$ cat config.mk
export PLATFORM = sky130hd
export DESIGN_NAME = pe_array_sched
export DESIGN_NICKNAME = d
export VERILOG_FILES = /design/src/rtl/pe_array_sched_pkg.sv /design/src/rtl/pe_array_sched_result_fifo.sv /design/src/rtl/pe_array_sched.sv
export SDC_FILE = /design/constraint.sdc
export NUM_CORES = 2
export LEC_CHECK = 0
export CAP_MARGIN = 20
export CORE_ASPECT_RATIO = 2
export CORE_MARGIN = 2
export CORE_UTILIZATION = 63
export DETAILED_ROUTE_END_ITERATION = 7
export DONT_BUFFER_PORTS = 1
export PLACE_DENSITY_LB_ADDON = 0.12
export SLEW_MARGIN = 20
export SYNTH_ARGS = -nofsm -noshare
export SYNTH_HDL_FRONTEND = slang
export SYNTH_HIERARCHICAL = 1
export SYNTH_SLANG_ARGS = --single-unit
export TNS_END_PERCENT = 5
$ cat constraint.sdc
create_clock -name clock -period 13.5 [get_ports clock]
set_input_delay 1.35 -clock clock [delete_from_list [all_inputs] [get_ports clock]]
set_output_delay 1.35 -clock clock [all_outputs]
set_load 0.1 [all_outputs]
$ cat src/rtl/pe_array_sched_pkg.sv
// Shared types for the PE array command scheduler: FSM states and the command word.
package pe_types;

    localparam int unsigned SCHED_MAX_CHAINS = 32;

    typedef enum logic [1:0] {
        RUN   = 2'd0,
        DRAIN = 2'd1,
        IDLE  = 2'd2
    } sched_state_t;

    typedef struct packed {
        logic [SCHED_MAX_CHAINS-1:0] chain_mask;
        logic                        feature_valid;
        logic                        flush;
        logic                        send;
    } sched_cmd_t;

endpackage

$ cat src/rtl/pe_array_sched_result_fifo.sv
// Synchronous result FIFO with occupancy count and a registered head-of-queue output.
module sched_result_fifo #(
    parameter int WIDTH     = 128,
    parameter int DEPTH     = 16,
    parameter int CNT_WIDTH = $clog2(DEPTH) + 1
) (
    input  logic                 clock,
    input  logic                 resetn,
    input  logic                 wr_en,
    input  logic [WIDTH-1:0]     wr_data,
    input  logic                 rd_en,
    output logic [WIDTH-1:0]     rd_data,
    output logic [CNT_WIDTH-1:0] count
);

    localparam int AW = $clog2(DEPTH);

    logic [WIDTH-1:0]     mem_r [DEPTH];
    logic [AW-1:0]        wr_ptr_r;
    logic [AW-1:0]        rd_ptr_r;
    logic [AW-1:0]        rd_ptr_next_s;
    logic [CNT_WIDTH-1:0] count_r;
    logic [CNT_WIDTH-1:0] remain_s;
    logic [WIDTH-1:0]     head_r;

    // Entries left after this cycle's pop decide where the next head comes from.
    always_comb begin
        rd_ptr_next_s = rd_ptr_r + AW'(rd_en);
        remain_s      = count_r - CNT_WIDTH'(rd_en);
    end

    // Storage array; written only, never reset.
    always_ff @(posedge clock) begin
        if (wr_en) begin
            mem_r[wr_ptr_r] <= wr_data;
        end
    end

    // Pointers, count and head register; a write into an emptying FIFO bypasses the array.
    always_ff @(posedge clock or negedge resetn) begin
        if (!resetn) begin
            wr_ptr_r <= '0;
            rd_ptr_r <= '0;
            count_r  <= '0;
            head_r   <= '0;
        end else begin
            wr_ptr_r <= wr_ptr_r + AW'(wr_en);
            rd_ptr_r <= rd_ptr_next_s;
            count_r  <= count_r + CNT_WIDTH'(wr_en) - CNT_WIDTH'(rd_en);
            if (remain_s != '0) begin
                head_r <= mem_r[rd_ptr_next_s];
            end else if (wr_en) begin
                head_r <= wr_data;
            end else begin
                head_r <= head_r;
            end
        end
    end

    assign rd_data = head_r;
    assign count   = count_r;

endmodule

$ cat src/rtl/pe_array_sched.sv
// PE array command scheduler: credit-gated command issue, per-chain pulses, result buffering.
module pe_array_sched
    import pe_types::*;
#(
    parameter int NUM_CHAINS   = 4,
    parameter int RESULT_WIDTH = 32,
    parameter int FIFO_DEPTH   = 16,
    parameter int CNT_WIDTH    = $clog2(FIFO_DEPTH) + 1
) (
    input  logic                               clock,
    input  logic                               resetn,
    input  logic                               i_valid,
    output logic                               o_ready,
    input  logic [NUM_CHAINS-1:0]              i_chain_mask,
    input  logic                               i_feature_valid,
    input  logic                               i_flush,
    input  logic                               i_send,
    output logic [NUM_CHAINS-1:0]              o_feature_valid,
    output logic [NUM_CHAINS-1:0]              o_flush,
    output logic [NUM_CHAINS-1:0]              o_send,
    input  logic                               i_result_valid,
    input  logic [NUM_CHAINS*RESULT_WIDTH-1:0] i_result,
    output logic                               o_valid,
    input  logic                               i_ready,
    output logic [NUM_CHAINS*RESULT_WIDTH-1:0] o_data,
    input  logic                               i_quiesce,
    output logic                               o_idle,
    output logic                               o_overflow,
    output logic                               o_protocol_err
);

    localparam int DW = NUM_CHAINS * RESULT_WIDTH;
    localparam logic [CNT_WIDTH:0] DEPTH_C = (CNT_WIDTH + 1)'(FIFO_DEPTH);

    sched_cmd_t           cmd_s;
    sched_state_t         state_r;
    logic                 ready_r;
    logic [NUM_CHAINS-1:0] mask_s;
    logic                 any_s;
    logic                 acc_s, inc_s, dec_s, pop_s, push_s, full_s, empty_s;
    logic                 credit_next_s, drained_s;
    logic [CNT_WIDTH-1:0] count_s, count_next_s, inflight_r, inflight_next_s;
    logic [NUM_CHAINS-1:0] feat_r, flush_r, send_r;
    logic                 ovf_r, perr_r;
    logic [DW-1:0]        head_s;

    // Pack the command inputs into the shared command word.
    always_comb begin
        cmd_s.chain_mask    = SCHED_MAX_CHAINS'(i_chain_mask);
        cmd_s.feature_valid = i_feature_valid;
        cmd_s.flush         = i_flush;
        cmd_s.send          = i_send;
        mask_s              = cmd_s.chain_mask[NUM_CHAINS-1:0];
        any_s               = |cmd_s.chain_mask;
    end

    assign acc_s = i_valid && ready_r;

    // Credit accounting; in-flight saturates at zero so stray results cannot wrap it.
    always_comb begin
        inc_s           = acc_s && cmd_s.send && any_s;
        empty_s         = (count_s == '0);
        full_s          = (count_s == CNT_WIDTH'(FIFO_DEPTH));
        pop_s           = !empty_s && i_ready;
        push_s          = i_result_valid && (!full_s || pop_s);
        dec_s           = i_result_valid && ((inflight_r != '0) || inc_s);
        count_next_s    = count_s + CNT_WIDTH'(push_s) - CNT_WIDTH'(pop_s);
        inflight_next_s = inflight_r + CNT_WIDTH'(inc_s) - CNT_WIDTH'(dec_s);
        credit_next_s   = ({1'b0, count_next_s} + {1'b0, inflight_next_s}) < DEPTH_C;
        drained_s       = (inflight_r == '0) && empty_s;
    end

    // Run/drain/idle FSM; ready is registered from next-cycle credit so it is 0 in reset.
    always_ff @(posedge clock or negedge resetn) begin
        if (!resetn) begin
            state_r <= RUN;
            ready_r <= 1'b0;
        end else begin
            case (state_r)
                RUN: begin
                    if (i_quiesce) begin
                        state_r <= DRAIN;
                        ready_r <= 1'b0;
                    end else begin
                        state_r <= RUN;
                        ready_r <= credit_next_s;
                    end
                end
                DRAIN: begin
                    if (!i_quiesce) begin
                        state_r <= RUN;
                        ready_r <= credit_next_s;
                    end else if (drained_s) begin
                        state_r <= IDLE;
                        ready_r <= 1'b0;
                    end else begin
                        state_r <= DRAIN;
                        ready_r <= 1'b0;
                    end
                end
                IDLE: begin
                    if (!i_quiesce) begin
                        state_r <= RUN;
                        ready_r <= credit_next_s;
                    end else begin
                        state_r <= IDLE;
                        ready_r <= 1'b0;
                    end
                end
                default: begin
                    state_r <= RUN;
                    ready_r <= 1'b0;
                end
            endcase
        end
    end

    // In-flight counter and sticky error flags.
    always_ff @(posedge clock or negedge resetn) begin
        if (!resetn) begin
            inflight_r <= '0;
            ovf_r      <= 1'b0;
            perr_r     <= 1'b0;
        end else begin
            inflight_r <= inflight_next_s;
            ovf_r      <= ovf_r | (i_result_valid && full_s && !pop_s);
            perr_r     <= perr_r | (i_result_valid && (inflight_r == '0) && !inc_s);
        end
    end

    // One-cycle per-chain control pulses.
    always_ff @(posedge clock or negedge resetn) begin
        if (!resetn) begin
            feat_r  <= '0;
            flush_r <= '0;
            send_r  <= '0;
        end else if (acc_s) begin
            feat_r  <= mask_s & {NUM_CHAINS{cmd_s.feature_valid}};
            flush_r <= mask_s & {NUM_CHAINS{cmd_s.flush}};
            send_r  <= mask_s & {NUM_CHAINS{cmd_s.send}};
        end else begin
            feat_r  <= '0;
            flush_r <= '0;
            send_r  <= '0;
        end
    end

    sched_result_fifo #(
        .WIDTH    (DW),
        .DEPTH    (FIFO_DEPTH),
        .CNT_WIDTH(CNT_WIDTH)
    ) u_fifo (
        .clock  (clock),
        .resetn (resetn),
        .wr_en  (push_s),
        .wr_data(i_result),
        .rd_en  (pop_s),
        .rd_data(head_s),
        .count  (count_s)
    );

    assign o_ready         = ready_r;
    assign o_feature_valid = feat_r;
    assign o_flush         = flush_r;
    assign o_send          = send_r;
    assign o_valid         = !empty_s;
    assign o_data          = head_s;
    assign o_idle          = (state_r == IDLE);
    assign o_overflow      = ovf_r;
    assign o_protocol_err  = perr_r;

endmodule
==> out/results.ini <==
[routing]
dr.pass1.iters = 5
wl_per_cell_um = 34.66
vias = 39463
viasPerCell = 6.966
drc = 0
postRouteAntennaNets = 0
drt-initial-drc-count = 3965
routed_wl_um = 196300

[setup_path]
r2r_end = u_fifo/rd_data[83]$_DFFE_PN0P_
cp.required_ns = 14.13
cp.arrival_ns = 6.50
cp-endpoint = u_fifo/rd_data[83]$_DFFE_PN0P_
cp_slowest_stage_delay_ns = 0.88
cpMaxStageDelayCell = buf_4
r2r_cells = 15
timing.rr.start = u_fifo/count[3]$_DFF_PN0_
setup.worst_path.class = register to register
crit_fanout = 58
path_cells = inv_1 -> ha_1 -> nor4b_4 -> inv_2 -> nand2_1 -> inv_1 -> ha_4 -> ha_4 -> xor2_4 -> buf_4 -> buf_4 -> mux4_2 -> mux2_2 -> o22ai_1 -> a21oi_1
worst_setup_path_startpoint = u_fifo/count[3]$_DFF_PN0_
start_kind = register
critical_path.endpoint_type = register
reg2reg_slack_ns = 7.63

[clocking]
cts_root_buf = clkbuf_16
path_clk_slew_ns = 0.07
cts_tree = built
cts_buffer_depth = 3
cts.sinks = 2211
holdBufCountCts = 0
cts_resized = 0
insertion_delay_ns = 0.80
numCtsBuffers = 176
postCtsSetupBuffers = 0
htreeDepth = 4

[global_routing]
grt_max_degree = 167
grt_pass1_wl_um = 283800
grt_antenna_before_repair = 3
grt-ovfl-total = 0
grt.total_usage_pct = 29.12
grt_pass1_vias = 42170

[synth]
synth-edff-count = 2048
synth_area_um2 = 84630
synth.area.top_cells = edfxtp_1 (73%), mux4_2 (14%), dfrtp_1 (4.8%)
ys_ff_latch = 2211
yosysTopAreaCellShare_pct = 72.67
syn_nets = 3902
synth.most_common_cell = edfxtp_1
async_reset_ff_share_pct = 7.372
postSynthCellCount = 3731
synth.yosys.seq_area_share_pct = 77.49
ys_types = 49
ys_top_cells_by_count = edfxtp_1 (2048), mux4_2 (512), dfrtp_1 (163)
synth_ff_type = edfxtp_1
yosys_warnings = 6
yosys.area.top_type = edfxtp_1
syn_avg_cell_area_um2 = 22.68

[timing]
fin_crit_ns = 5.872
max-slew-margin-rel_pct = 24.59
setup_ws_ns = 7.628
slew_violations = 0
min_period_over_period_pct = 43.50
tightest_slew_ns = 1.128
finalHoldViolCount = 0
skew_ns = 0.02524
tns_ns = 0
finalSetupViolCount = 0
fmax_ghz = 0.1703
rsz0062_at_grt = no

[floorplan]
dieArea_um2 = 137500
die_y_um = 522.3
rows = 190
core_area_um2 = 133600
die_x_um = 263.2
ios = 286
start_util_pct = 63.34

[final_layout]
drive_gt1_share_pct = 26.88
num-fill-cells = 8124
final_core_util_pct = 69.15
syn2layout_area_growth_pct = 9.159
nNetsFinal = 3958

[min_path]
hp-class = input port to asynchronous set/reset pin

[place]
preCtsSetupSlack_ns = 7.554
portBuffers = 0
dp_hpwl_um = 96790
gp_congestion = 0.7659

[pwr]
p_leak_nw = 29.36
irDropWorstVdd_mv = 0.3409
powerDensity_nw_per_um2 = 244.4
p_total_mw = 22.58

[job]
maxCapViolations = 0

[status]
outcome = complete, no violations

[cells in the final DEF, fill, tap and decap left out, types with 6 or more instances in the layout]
cell type | synthesis | routed
edfxtp_1 | 2048 | 2048
mux4_2 | 512 | 512
clkbuf_16 | 0 | 179
dfrtp_1 | 163 | 163
mux2_2 | 161 | 161
a22oi_1 | 94 | 94
a21oi_1 | 89 | 88
mux2i_1 | 83 | 83
buf_4 | 38 | 81
o22ai_1 | 80 | 80
clkbuf_1 | 66 | 48
a211oi_1 | 48 | 48
nor2b_1 | 47 | 47
a31oi_1 | 47 | 47
clkinv_2 | 0 | 30
ha_1 | 27 | 25
clkbuf_8 | 0 | 22
inv_1 | 21 | 20
clkinv_1 | 0 | 18
nor2_4 | 0 | 15
bufinv_16 | 0 | 14
and2_1 | 15 | 13
xor2_1 | 8 | 8
xnor2_1 | 7 | 7
nor2_1 | 21 | 6
inv_6 | 0 | 6
[logic make-up after synthesis]
group           count (synthesis)  share of synthesized area (%)
fa+ha+maj                      30                         0.4701
simple gates                  115                         0.8191
xor+xnor                       17                         0.1937
mux                           756                          16.75
buf+inv                       231                          1.427
compound gates                371                          2.853
flops                        2211                          77.49
[report_power, final]
part	total [mW]	switching [mW]	leakage [nW]	internal (mW)
Clock	5.18	2.33	2.84	2.85
Combinational	7.10	3.75	6.08	3.35
Sequential	10.3	1.92	20.4	8.37
Total	22.6	8.00	29.4	14.6
[state kept, by name (all words and copies together) (netlist names), 2 cells and up]
register         count
u_fifo/mem_r      2048
u_fifo/rd_data     128
inflight_r           5
u_fifo/count         5
o_feature_valid      4
o_flush              4
o_send               4
u_fifo/rd_ptr_r      4
u_fifo/wr_ptr_r      4
state_r              2
[worst min path at each step]
stage | end | slack (ns) | depth (start not counted)
finish | u_fifo/rd_data[39]$_DFFE_PN0P_ | 0.25 | 0
global route | u_fifo/rd_data[39]$_DFFE_PN0P_ | 0.20 | 0
CTS | u_fifo/rd_data[24]$_DFFE_PN0P_ | 0.19 | 0
detailed placement | state_r[0]$_DFF_PN0_ | 0.50 | 1
global placement | state_r[0]$_DFF_PN0_ | 0.48 | 1
floorplan | state_r[0]$_DFF_PN0_ | 0.46 | 1
[through the flow]
stage / cell area, µm² / cells / hold WS (ns)
4_1_cts: 92350 / 5663 / 0.1906
6_report: 92380 / 5665 / 0.2475
5_1_grt: 92380 / 5665 / 0.2041
3_5_place_dp: 86560 / 5336 / 0.4975
2_1_floorplan: 84630 / 3731 / 0.4589
3_3_place_gp: 86560 / 5336 / 0.4821
[worst max-delay path, delay by kind of cell (launching register included)]
kind	cells	cell delay, ns
flip-flops	1	0.45
adder cells (fa/ha/maj)	3	0.55
AO/OA/AOI/OAI	2	0.24
AND/OR/NAND/NOR	2	0.56
multiplexers	2	0.70
XOR/XNOR	1	0.82
buffers and inverters	5	2.28
[layer usage]
metal / global-route usage [%] / wire length, µm / vias up
met5: 0 / 0 / -
met4: 9.475 / 5913 / 0
met3: 7.550 / 17640 / 376
met2: 50.13 / 102200 / 1795
met1: 36.49 / 70590 / 21421
li1: - / - / 15871
[final cells by class]
type	count	area, µm²	area share [%]
clock buffer	249	4962	5.372
clock inverter	78	829.5	0.8980
timing repair buffer	87	719.4	0.7788
multi-input combinational	1289	18040	19.53
inverter	22	85.08	0.09210
antenna	1	2.502	0.002709
tap	1728	2162	2.340
sequential	2211	65580	70.99
(Power assumes the default switching activity.)
